## src/rtl/imem_loader.sv

```systemverilog
// Instruction-memory loader: streams words from a valid/ready source into memory,
// optionally reads them back to verify the checksum, and holds the CPU in reset until loaded.
module imem_loader #(
  parameter int DATA_W = 32,
  parameter int ADDR_W = 5
) (
  input  logic              clk,
  input  logic              rst,
  input  logic              start,
  input  logic              verify_en,
  input  logic [ADDR_W-1:0] base_addr,
  input  logic [ADDR_W:0]   word_count,
  input  logic              s_valid,
  input  logic [DATA_W-1:0] s_data,
  output logic              s_ready,
  output logic              mem_we,
  output logic              mem_re,
  output logic [ADDR_W-1:0] mem_addr,
  output logic [DATA_W-1:0] mem_wdata,
  input  logic [DATA_W-1:0] mem_rdata,
  output logic              cpu_hold,
  output logic              busy,
  output logic              done,
  output logic              err,
  output logic [DATA_W-1:0] checksum
);

  localparam logic [ADDR_W:0] DEPTH_C = {1'b1, {ADDR_W{1'b0}}};
  localparam logic [ADDR_W:0] ONE_C   = {{ADDR_W{1'b0}}, 1'b1};

  typedef enum logic [2:0] {S_IDLE, S_LOAD, S_VERIFY, S_DONE, S_ERROR} state_t;

  state_t              state;
  logic [ADDR_W-1:0]   base_q;
  logic [ADDR_W:0]     cnt_q;
  logic [ADDR_W:0]     idx_q;
  logic                ver_q;
  logic [DATA_W-1:0]   vsum_q;
  logic [DATA_W-1:0]   vsum_next;
  logic                legal;
  logic                xfer;

  assign legal     = (word_count != '0) && (word_count <= DEPTH_C);
  assign s_ready   = (state == S_LOAD);
  assign xfer      = s_ready && s_valid;
  assign mem_we    = xfer;
  // idx_q doubles as the read index in VERIFY; once it reaches cnt_q only the last read data is pending.
  assign mem_re    = (state == S_VERIFY) && (idx_q < cnt_q);
  assign mem_addr  = (mem_we || mem_re) ? base_q + idx_q[ADDR_W-1:0] : '0;
  assign mem_wdata = xfer ? s_data : '0;
  assign busy      = (state == S_LOAD) || (state == S_VERIFY);
  assign done      = (state == S_DONE);
  assign vsum_next = vsum_q + mem_rdata;

  always_ff @(posedge clk) begin
    if (rst) begin
      state    <= S_IDLE;
      cpu_hold <= 1'b1;
      err      <= 1'b0;
      checksum <= '0;
      base_q   <= '0;
      cnt_q    <= '0;
      idx_q    <= '0;
      ver_q    <= 1'b0;
      vsum_q   <= '0;
    end else begin
      case (state)
        S_IDLE: begin
          if (start) begin
            cpu_hold <= 1'b1;
            if (legal) begin
              state    <= S_LOAD;
              err      <= 1'b0;
              checksum <= '0;
              base_q   <= base_addr;
              cnt_q    <= word_count;
              ver_q    <= verify_en;
              idx_q    <= '0;
              vsum_q   <= '0;
            end else begin
              state <= S_ERROR;
              err   <= 1'b1;
            end
          end
        end
        S_LOAD: begin
          if (xfer) begin
            checksum <= checksum + s_data;
            if (idx_q == cnt_q - ONE_C) begin
              idx_q <= '0;
              state <= ver_q ? S_VERIFY : S_DONE;
            end else begin
              idx_q <= idx_q + ONE_C;
            end
          end
        end
        S_VERIFY: begin
          // Read data trails mem_re by one cycle, so it is valid whenever a read was issued last cycle.
          if (idx_q != '0) vsum_q <= vsum_next;
          if (idx_q == cnt_q) begin
            if (vsum_next == checksum) begin
              state <= S_DONE;
            end else begin
              state <= S_ERROR;
              err   <= 1'b1;
            end
          end else begin
            idx_q <= idx_q + ONE_C;
          end
        end
        S_DONE: begin
          cpu_hold <= 1'b0;
          state    <= S_IDLE;
        end
        S_ERROR: state <= S_IDLE;
        default: state <= S_IDLE;
      endcase
    end
  end

endmodule
```

## config.mk

```make
export PLATFORM = sky130hd
export DESIGN_NAME = imem_loader
export DESIGN_NICKNAME = d
export VERILOG_FILES = /design/src/rtl/imem_loader.sv
export SDC_FILE = /design/constraint.sdc
export NUM_CORES = 1
export LEC_CHECK = 0
export BUFFER_PORTS_ARGS = -buffer_cell sky130_fd_sc_hd__clkbuf_2
export CAP_MARGIN = 20
export CELL_PAD_IN_SITES_DETAIL_PLACEMENT = 0
export CELL_PAD_IN_SITES_GLOBAL_PLACEMENT = 1
export CORE_ASPECT_RATIO = 0.7
export CORE_MARGIN = 2
export CORE_UTILIZATION = 37
export CTS_CLUSTER_SIZE = 40
export DETAILED_ROUTE_END_ITERATION = 6
export GPL_ROUTABILITY_DRIVEN = 0
export GPL_TIMING_DRIVEN = 0
export PLACE_DENSITY_LB_ADDON = 0.1
export SYNTH_ARGS = -nofsm -noshare
export SYNTH_HDL_FRONTEND = slang
export SYNTH_SLANG_ARGS = --single-unit
```

## constraint.sdc

```tcl
create_clock -name clk -period 3.27 [get_ports clk]
set_input_delay 0.1635 -clock clk [delete_from_list [all_inputs] [get_ports clk]]
set_output_delay 0.1635 -clock clk [all_outputs]
set_load 0.005 [all_outputs]
```

==> results.rst, run 1 <==
.. list-table::
   :header-rows: 1

   * - Metric
     - Value
   * - Status
     - finished, violations left
   * - Failing checks
     - setup timing
   * - Pin count of the biggest net entering global routing
     - 15
   * - Placed instance area
     - 9070 sq um
   * - Residual DRC count
     - 0
   * - Wire per inst
     - 18.2 um
   * - Max stage delay cell, worst path
     - xnor2_1
   * - Cell leakage power
     - 0.00431 uW
   * - Syn_nets
     - 1186
   * - First-pass GRT wire length
     - 41400 um
   * - Violation count after the first detailed-routing iteration
     - 650
   * - Yosys top cell by area
     - dfxtp_1
   * - Post-CTS clock slew at the launch and capture registers of the worst setup and hold paths
     - 0.07 ns
   * - Detailed-routed wire length on met2
     - 10400 um
   * - Non-filler cells in the finished layout
     - 1484
   * - Pin slew with the least headroom to its limit
     - 1.21 ns
   * - Num Clock Sinks
     - 87
   * - Power per unit of standard cell area
     - 414 nW/um^2
   * - Ordered cell list for the critical path
     - ha_1 > clkbuf_1 > nand4_1 > nor3_1 > o31ai_2 > a21oi_1 > o21ai_1 > xnor2_1 > xor2_4 > nor4b_4 > nand4_1 > a2111oi_2
   * - Area growth syn-to-layout
     - 21.9%
   * - Total overflow reported by the global router
     - 0
   * - Post-detailed-placement half-perimeter wirelength
     - 21900 um
   * - Post-Place Cells
     - 1459
   * - Peak supply drop
     - 0.228 mV
   * - Top routing layer used
     - met4
   * - Max-Slew Margin vs Limit
     - 0.192
   * - Critical Path Max Stage Delay
     - 0.44 ns
   * - Number of maximum-capacitance constraint violations
     - 0
   * - Core area
     - 20900 sq um
   * - Longest Clk Path Bufs
     - 2
   * - Skew final
     - 0.0109 ns
   * - Critical Path AT
     - 4.01 ns
   * - Num ports
     - 156
   * - Post-synthesis area per instance
     - 7.72 sq um
   * - Synth Register Bits
     - 87
   * - Critical Path Stages
     - 12
   * - Via total after detailed routing
     - 8082
   * - Count of mapped cells out of synthesis
     - 1028
   * - Worst path bufs/invs
     - 1
   * - Setup repair after global routing missed its margin
     - true
   * - Total length of routed wires
     - 27000 um
   * - Effective utilization at floorplan
     - 0.380
   * - Type of the tightest min-delay check
     - input pin to flip-flop
   * - Total standard cell area after synthesis
     - 7940 sq um
   * - Die height
     - 127 um
   * - Worst hold stages
     - 3
   * - Worst hold slack
     - 0.0311 ns
   * - Latest clock arrival within the worst-skew pair
     - 0.36 ns
   * - Period Utilization, post-route
     - 1.15
   * - Total setup violations reported at the end of the flow
     - 4
   * - Number of port buffers
     - 155
   * - Fillers
     - 2213
   * - Number of enable flip-flop cells after synthesis
     - 0
   * - Length in cells of the worst reg-to-reg path
     - 12
   * - Max Slew Vio Count
     - 0
   * - Share of async-settable or async-resettable flops after synthesis
     - 0
   * - Number of diodes
     - 0
   * - Residual antenna-violating net count after detailed routing
     - 0
   * - Dominant cells by area after synthesis
     - dfxtp_1 (22%), ha_1 (12%), xnor2_1 (7.1%)
   * - Kind of cell adding the most delay to the critical path
     - simple AND/OR/NAND/NOR gates
   * - Minimum setup slack in the final design
     - -0.484 ns
   * - Final net count
     - 1361
   * - Drt first pass iters
     - 5
   * - Std cell rows
     - 44
   * - Post-synth cell types
     - 83
   * - Top FF cell, synth
     - dfxtp_1
   * - Number of clock buffers inserted by TritonCTS
     - 9
   * - Antenna violations before repair
     - 0
   * - Met3 WL
     - 1350 um
   * - Post-layout instance area
     - 9670 sq um
   * - Clk Tree Root Cell
     - clkbuf_16
   * - Vias per cell
     - 5.45
   * - Hold violation count in the final report
     - 0
   * - Number of global-route vias before repair
     - 7330
   * - Max FO, Critical Path
     - 9
   * - Number of buffers added to fix hold violations after cts
     - 0
   * - Die Width
     - 179 um
   * - DIE AREA
     - 22700 sq um
   * - Data required time at the worst endpoint
     - 3.53 ns
   * - Share of the yosys chip area belonging to registers
     - 0.219
   * - Synth top area share
     - 0.219
   * - Warnings, synthesis
     - 0
   * - Startpoint class of the critical path
     - flip-flop
   * - Upper clock frequency limit
     - 266 MHz
   * - Wire length on met1
     - 14900 um
   * - Type of element capturing the critical path
     - flip-flop
   * - Multi-input gate area
     - 6030 sq um
   * - Area taken by flip-flops and latches
     - 1750 sq um
   * - Crit path kind
     - flip-flop to flip-flop
   * - Most frequent cell on the critical path
     - nand4_1
   * - All-Layer GR Usage
     - 0.237
   * - Proportion of layout cells with a drive suffix above 1
     - 0.212
   * - CTS tree
     - yes
   * - Min Clock Period, post-route
     - 3.75 ns
   * - H-Tree Level Count
     - 3
sequential cells by signal, summed over array words and instances, names as in the netlist:
signal    cells
checksum     32
idx_q         6
state         3
base_q        5
vsum_q       32
cnt_q         6
cpu_hold      1
ver_q         1
err           1
where the power goes:
group,total (uW),leakage [uW],switching (uW),internal (uW)
clock,1180,0.000163,460,715
sequential,1240,0.000706,99.8,1140
combinational,1580,0.00344,986,599
placed cells by master (no fill, tap or decap), types with 7 or more instances in the layout:
| cell type | netlist | final |
|---|---|---|
| clkbuf_1 | 42 | 40 |
| xor2_1 | 34 | 33 |
| o21ai_2 | 4 | 7 |
| xnor2_1 | 64 | 61 |
| clkbuf_16 | 0 | 9 |
| inv_1 | 38 | 36 |
| nor3_1 | 21 | 19 |
| a21oi_1 | 110 | 103 |
| nand3_1 | 42 | 42 |
| a31oi_1 | 9 | 7 |
| nand2b_1 | 8 | 8 |
| a22oi_1 | 33 | 33 |
| a21oi_2 | 1 | 7 |
| o21bai_1 | 8 | 8 |
| dfxtp_1 | 87 | 82 |
| nand4_1 | 21 | 21 |
| buf_4 | 1 | 10 |
| nor2b_1 | 7 | 7 |
| o21ai_0 | 32 | 29 |
| a21o_1 | 24 | 24 |
| nor2_1 | 102 | 102 |
| nand2_1 | 85 | 85 |
| ha_1 | 75 | 72 |
| and2_1 | 37 | 37 |
| and3_1 | 7 | 7 |
| clkbuf_2 | 1 | 159 |
what timing repair did:
| action | in CTS | in global routing |
|---|---|---|
| gates resized for setup | 19 | 30 |
| endpoints found under the setup margin | 30 | 50 |
| pin swaps | 10 | 8 |
| buffers inserted | 4 | 5 |
cell type report:
cell class | instances | share of cell area
Buffer | 51 | 0.0228
Clock buffer | 12 | 0.0265
Clock inverter | 4 | 0.00802
Inverter | 39 | 0.0151
Multi-Input combinational cell | 851 | 0.624
Sequential cell | 87 | 0.181
Tap cell | 276 | 0.0357
Timing Repair Buffer | 164 | 0.0872
metal layers:
metal,track usage,up-vias
met4,0.0459,0
li1,-,4086
met5,0,-
met3,0.0339,22
met2,0.313,225
met1,0.392,3749
path summary, 6_finish.rpt:
kind                                  end          from  slack (ns)
worst max register to register   state[0]    vsum_q[17]       -0.48
worst min-delay path            base_q[0]  base_addr[0]        0.03
worst min register to register      ver_q         ver_q        0.46
worst max-delay path             state[0]    vsum_q[17]       -0.48
per-stage QoR:
step,setup WS [ns],power [uW],TNS [ns],util
2_1_floorplan,-0.0393,2270,-0.0393,-
3_3_place_gp,-0.757,2780,-5.54,0.435
3_5_place_dp,-0.737,2780,-5.50,0.435
5_1_grt,-0.731,4240,-2.65,0.464
6_report,-0.484,4000,-1.74,0.464
4_1_cts,-0.569,3980,-1.82,0.456
Yosys cell counts (all sizes together), types with 10 or more instances:
cell type  number
a21oi         111
nor2          102
dfxtp          87
nand2          85
ha             75
xnor2          64
clkbuf         43
nand3          42
o21ai          40
inv            38
and2           37
xor2           35
a22oi          33
a21o           24
nand4          22
nor3           22
a31oi          10
nor4           10
tightest hold or removal path, cell delays in order:
cell and delay [ns]:
clkbuf_2 0.08, nand2_1 0.05, a21oi_1 0.05
cell families after synthesis:
family	after synthesis	synth area share
XOR/XNOR	102	0.120
adder cells (fa/ha/maj)	78	0.126
AO/OA/AOI/OAI	298	0.254
multiplexers	3	0.00441
buffers and inverters	90	0.0457
AND/OR/NAND/NOR	370	0.231
flip-flops	87	0.219
Note: power is estimated with default switching activity, not from simulation.
==> run 2: changes to the inputs <==
ABC_AREA = 1   (was not set)
CORE_UTILIZATION = 35   (was 37)
==> run 2 against run 1 <==
Compared with the run above: the run ends with DRC left; via count is 24% higher; critical path depth increased by 3; clock power about the same; sequential share of layout area decreased by 1.3 points; first-iteration DRC count up 14%; register-to-register slack improved by 0.81 ns; setup slack improved by 0.81 ns; wire length is 20% higher; synthesized area increased by 12%; clock skew down 0.0050 ns; non-clock buffer count shrank 34; final cell count is 37% higher; critical endpoint is now checksum[26]; largest cell class unchanged.
==> results.rst, run 2 <==
.. list-table::
   :header-rows: 1

   * - Metric
     - Value
   * - Die height
     - 137 um (was 127 um)
   * - Synth Register Bits
     - 87 (unchanged)
   * - Status
     - finished, violations left (unchanged)
   * - Num Clock Sinks
     - 87 (unchanged)
   * - Synth Area in Compound Gates
     - 0.139 (was 0.254)
   * - Largest registers
     - checksum (32), vsum_q (32) (unchanged)
   * - Number of global-route vias before repair
     - 8918 (was 7330)
   * - Skew final
     - 0.00591 ns (was 0.0109 ns)
   * - Main combinational cell family by area after synthesis
     - simple AND/OR/NAND/NOR gates (was compound AO/OA/AOI/OAI gates)
   * - Post-synth cell types
     - 49 (was 83)
   * - Type of the tightest min-delay check
     - input pin to flip-flop (unchanged)
   * - Total overflow reported by the global router
     - 0 (unchanged)
   * - Max stage delay cell, worst path
     - fa_1 (was xnor2_1)
   * - Residual DRC count
     - 3 (was 0)
   * - Proportion of layout cells with a drive suffix above 1
     - 0.138 (was 0.212)
   * - All-Layer GR Usage
     - 0.243 (was 0.237)
   * - Violation count after the first detailed-routing iteration
     - 740 (was 650)
   * - Final net count
     - 1868 (was 1361)
   * - Data required time at the worst endpoint
     - 3.50 ns (was 3.53 ns)
   * - Effective utilization at floorplan
     - 0.358 (was 0.380)
   * - Top FF cell, synth
     - dfxtp_1 (unchanged)
   * - Net switching fraction of the power
     - 0.464 (was 0.386)
   * - Critical Path AT
     - 3.17 ns (was 4.01 ns)
   * - Met3 routing resource usage after global routing
     - 0.0343 (was 0.0339)
   * - Synth top area share
     - 0.197 (was 0.219)
   * - DIE AREA
     - 26700 sq um (was 22700 sq um)
   * - Latest clock arrival within the worst-skew pair
     - 0.36 ns (about the same)
   * - First-pass GRT wire length
     - 49700 um (was 41400 um)
   * - Most Used Layer, Global Route
     - met1 (unchanged)
   * - Warnings, synthesis
     - 0 (unchanged)
   * - Setup repair after global routing missed its margin
     - false (was true)
   * - Total length of routed wires
     - 32400 um (was 27000 um)
   * - Power per unit of standard cell area
     - 485 nW/um^2 (was 414 nW/um^2)
   * - Share of the yosys chip area belonging to registers
     - 0.196 (was 0.219)
   * - Fillers
     - 2786 (was 2213)
   * - Post-synthesis area per instance
     - 5.75 sq um (was 7.72 sq um)
   * - Global Route met1 Usage
     - 0.373 (was 0.392)
   * - Via total after detailed routing
     - 10018 (was 8082)
   * - Crit path kind
     - flip-flop to flip-flop (unchanged)
   * - Number of maximum-capacitance constraint violations
     - 0 (unchanged)
   * - Share of power burned in combinational logic
     - 0.499 (was 0.396)
   * - Pin count of the biggest net entering global routing
     - 15 (unchanged)
   * - Clk Tree Root Cell
     - clkbuf_16 (unchanged)
   * - Residual antenna-violating net count after detailed routing
     - 0 (unchanged)
   * - Max FO, Critical Path
     - 4 (was 9)
   * - Most common library cell in the layout ignoring fill and taps
     - nand2_1 (was clkbuf_2)
   * - Max-Slew Margin vs Limit
     - 0.404 (was 0.192)
   * - Core area
     - 24800 sq um (was 20900 sq um)
   * - Critical Path Max Stage Delay
     - 0.41 ns (was 0.44 ns)
   * - Number of diodes
     - 0 (unchanged)
   * - Number of buffers added to fix hold violations after cts
     - 0 (unchanged)
   * - Share of async-settable or async-resettable flops after synthesis
     - 0 (unchanged)
   * - Sequential fraction of design power
     - 0.270 (was 0.311)
   * - Mux contribution to synthesized area
     - 0 (was 0.00442)
   * - Synthesized-area fraction occupied by and/or/nand/nor cells
     - 0.401 (was 0.231)
   * - Pin slew with the least headroom to its limit
     - 0.894 ns (was 1.21 ns)
   * - Total setup violations reported at the end of the flow
     - 0 (was 4)
   * - Dominant cells by area after synthesis
     - nand2_1 (20%), dfxtp_1 (20%), inv_1 (11%) (was dfxtp_1 (22%), ha_1 (12%), xnor2_1 (7.1%))
   * - Cell types with the highest counts after synthesis
     - nand2_1 (466), inv_1 (256), nor2_1 (159), a21oi_1 (140), nand3_1 (122) (was a21oi_1 (110), nor2_1 (102), dfxtp_1 (87), nand2_1 (85), ha_1 (75))
   * - CTS tree
     - yes (unchanged)
   * - Post-detailed-placement half-perimeter wirelength
     - 26900 um (was 21900 um)
   * - Post-CTS clock slew at the launch and capture registers of the worst setup and hold paths
     - 0.07 ns (about the same)
   * - Ordered cell list for the critical path
     - ha_1 > fa_1 > nand3_1 > nand3_1 > nand2_1 > nand2_1 > a21oi_2 > o21ai_0 > nand2_1 > nand2_1 > a21oi_1 > o21ai_0 > or2_2 > nand2_1 > a21oi_1 (was ha_1 > clkbuf_1 > nand4_1 > nor3_1 > o31ai_2 > a21oi_1 > o21ai_1 > xnor2_1 > xor2_4 > nor4b_4 > nand4_1 > a2111oi_2)
   * - Met2 usage
     - 0.363 (was 0.313)
   * - Yosys top cell by area
     - nand2_1 (was dfxtp_1)
   * - Period Utilization, post-route
     - 0.900 (was 1.15)
   * - Most frequent cell on the critical path
     - nand2_1 (was nand4_1)
   * - Clk pwr share
     - 0.231 (was 0.294)
   * - Leading cell type by number of instances after synthesis
     - nand2_1 (was a21oi_1)
   * - Die Width
     - 194 um (was 179 um)
   * - Max Slew Vio Count
     - 0 (unchanged)
   * - Syn_nets
     - 1702 (was 1186)
   * - Num ports
     - 156 (unchanged)
   * - Non-filler cells in the finished layout
     - 2039 (was 1484)
   * - Type of element capturing the critical path
     - flip-flop (unchanged)
   * - Number of port buffers
     - 155 (unchanged)
   * - Cell leakage power
     - 0.00559 uW (was 0.00431 uW)
   * - Worst setup slack before clock tree synthesis
     - 0.0504 ns (was -0.737 ns)
   * - Post-Place Cells
     - 2024 (was 1459)
   * - Hold violation count in the final report
     - 0 (unchanged)
   * - Leading cell types in the layout, fill and taps excluded
     - nand2_1 (463), inv_1 (255), nor2_1 (156), clkbuf_2 (156), a21oi_1 (139) (was clkbuf_2 (159), a21oi_1 (103), nor2_1 (102))
   * - Setup Total Neg Slack
     - 0 ns (was -1.74 ns)
   * - Total standard cell area after synthesis
     - 8870 sq um (was 7940 sq um)
   * - Adder and majority gate portion of the synthesized area
     - 0.113 (was 0.126)
   * - Failing checks
     - DRC (was setup timing)
   * - H-Tree Level Count
     - 3 (unchanged)
   * - Power Internal
     - 2700 uW (was 2460 uW)
   * - Antenna violations before repair
     - 0 (unchanged)
   * - Drt first pass iters
     - 7 (was 5)
   * - Area taken by flip-flops and latches
     - 1740 sq um (was 1750 sq um)
   * - Switching power
     - 2340 uW (was 1550 uW)
   * - Std cell rows
     - 48 (was 44)
   * - Vias per cell
     - 4.91 (was 5.45)
   * - Longest Clk Path Bufs
     - 2 (unchanged)
   * - Post-Synth XOR/XNOR Area
     - 0.0305 (was 0.120)
   * - Wire per inst
     - 15.9 um (was 18.2 um)
   * - Number of clock buffers inserted by TritonCTS
     - 9 (unchanged)
   * - Number of enable flip-flop cells after synthesis
     - 0 (unchanged)
   * - Area growth syn-to-layout
     - 17.3% (was 21.9%)
   * - Overall Power
     - 5050 uW (was 4000 uW)
   * - Multi-input gate area
     - 6090 sq um (was 6030 sq um)
   * - Upper clock frequency limit
     - 340 MHz (was 266 MHz)
   * - Peak supply drop
     - 0.333 mV (was 0.228 mV)
   * - Min Clock Period, post-route
     - 2.94 ns (was 3.75 ns)
   * - Startpoint class of the critical path
     - flip-flop (unchanged)
   * - Minimum setup slack in the final design
     - 0.328 ns (was -0.484 ns)
   * - Count of mapped cells out of synthesis
     - 1544 (was 1028)
[run 2: cell count changes after synthesis, moves of 30 or more]
cell | previous run | this run
nand2_1 | 85 | 466
inv_1 | 38 | 256
nand3_1 | 42 | 122
nor2_1 | 102 | 159
xnor2_1 | 64 | 8
and2_1 | 37 | 3
a22oi_1 | 33 | 0
a21oi_1 | 110 | 140
[run 2: metrics by stage]
stage	hold slack, ns	utilization	area (sq um)
6_report	0.0210	0.419	10400
5_1_grt	0.0265	0.419	10400
4_1_cts	0.00368	0.418	10400
3_5_place_dp	0.389	0.405	10100
3_3_place_gp	0.388	0.405	10100
2_1_floorplan	0.298	-	8870
[run 2: per-layer routing]
metal	vias to the layer above	wire length, um
li1	5243	-
met4	0	226
met3	16	2070
met2	279	13100
met5	-	0
met1	4480	17000
[run 2: critical path: cells and delay by family, from the launching register on]
| family | cells | cell delay [ns] |
|---|---|---|
| flops | 1 | 0.36 |
| simple gates | 8 | 0.95 |
| fa+ha+maj | 2 | 0.63 |
| compound gates | 5 | 0.85 |
[run 2: power by group through the flow]
stage | Sequential (uW) | Clock, uW | Combinational (uW)
after detailed placement | 1380 | 0 | 2470
after floorplan | 1320 | 0 | 1680
after global routing | 1380 | 1240 | 2830
after CTS | 1360 | 1200 | 2490
final | 1360 | 1170 | 2520
after global placement | 1380 | 0 | 2460
[run 2: logic make-up (layout without fill, tap and decap cells)]
family / after synthesis / after routing
and+or+nand+nor: 839 / 839
buffers and inverters: 285 / 455
AOI/OAI and AO/OA: 229 / 229
DFF: 87 / 87
adders and majority gates: 78 / 78
xor gates and xnor gates: 26 / 26
[run 2: path summary, 6_finish.rpt]
| kind | cells past startpoint | slack, ns | from | to |
|---|---|---|---|---|
| setup / recovery | 15 | 0.33 | checksum[0] | checksum[26] |
| hold reg to reg | 2 | 0.47 | vsum_q[6] | vsum_q[6] |
| hold / removal | 3 | 0.02 | base_addr[3] | base_q[3] |
| setup reg to reg | 15 | 0.33 | checksum[0] | checksum[26] |
[run 2: area by class of cell]
| type | instances | share of cell area |
|---|---|---|
| multi-input combinational | 1172 | 0.586 |
| sequential | 87 | 0.167 |
| inverter | 259 | 0.0934 |
| timing repair buffer | 155 | 0.0746 |
| tap | 325 | 0.0391 |
| clock buffer | 10 | 0.0220 |
| buffer | 26 | 0.00986 |
| clock inverter | 5 | 0.00782 |
[run 2: repair_timing]
action                     in CTS  in global routing
resized for setup               0                 14
setup buffers                   0                  0
setup endpoints to repair       0                 15
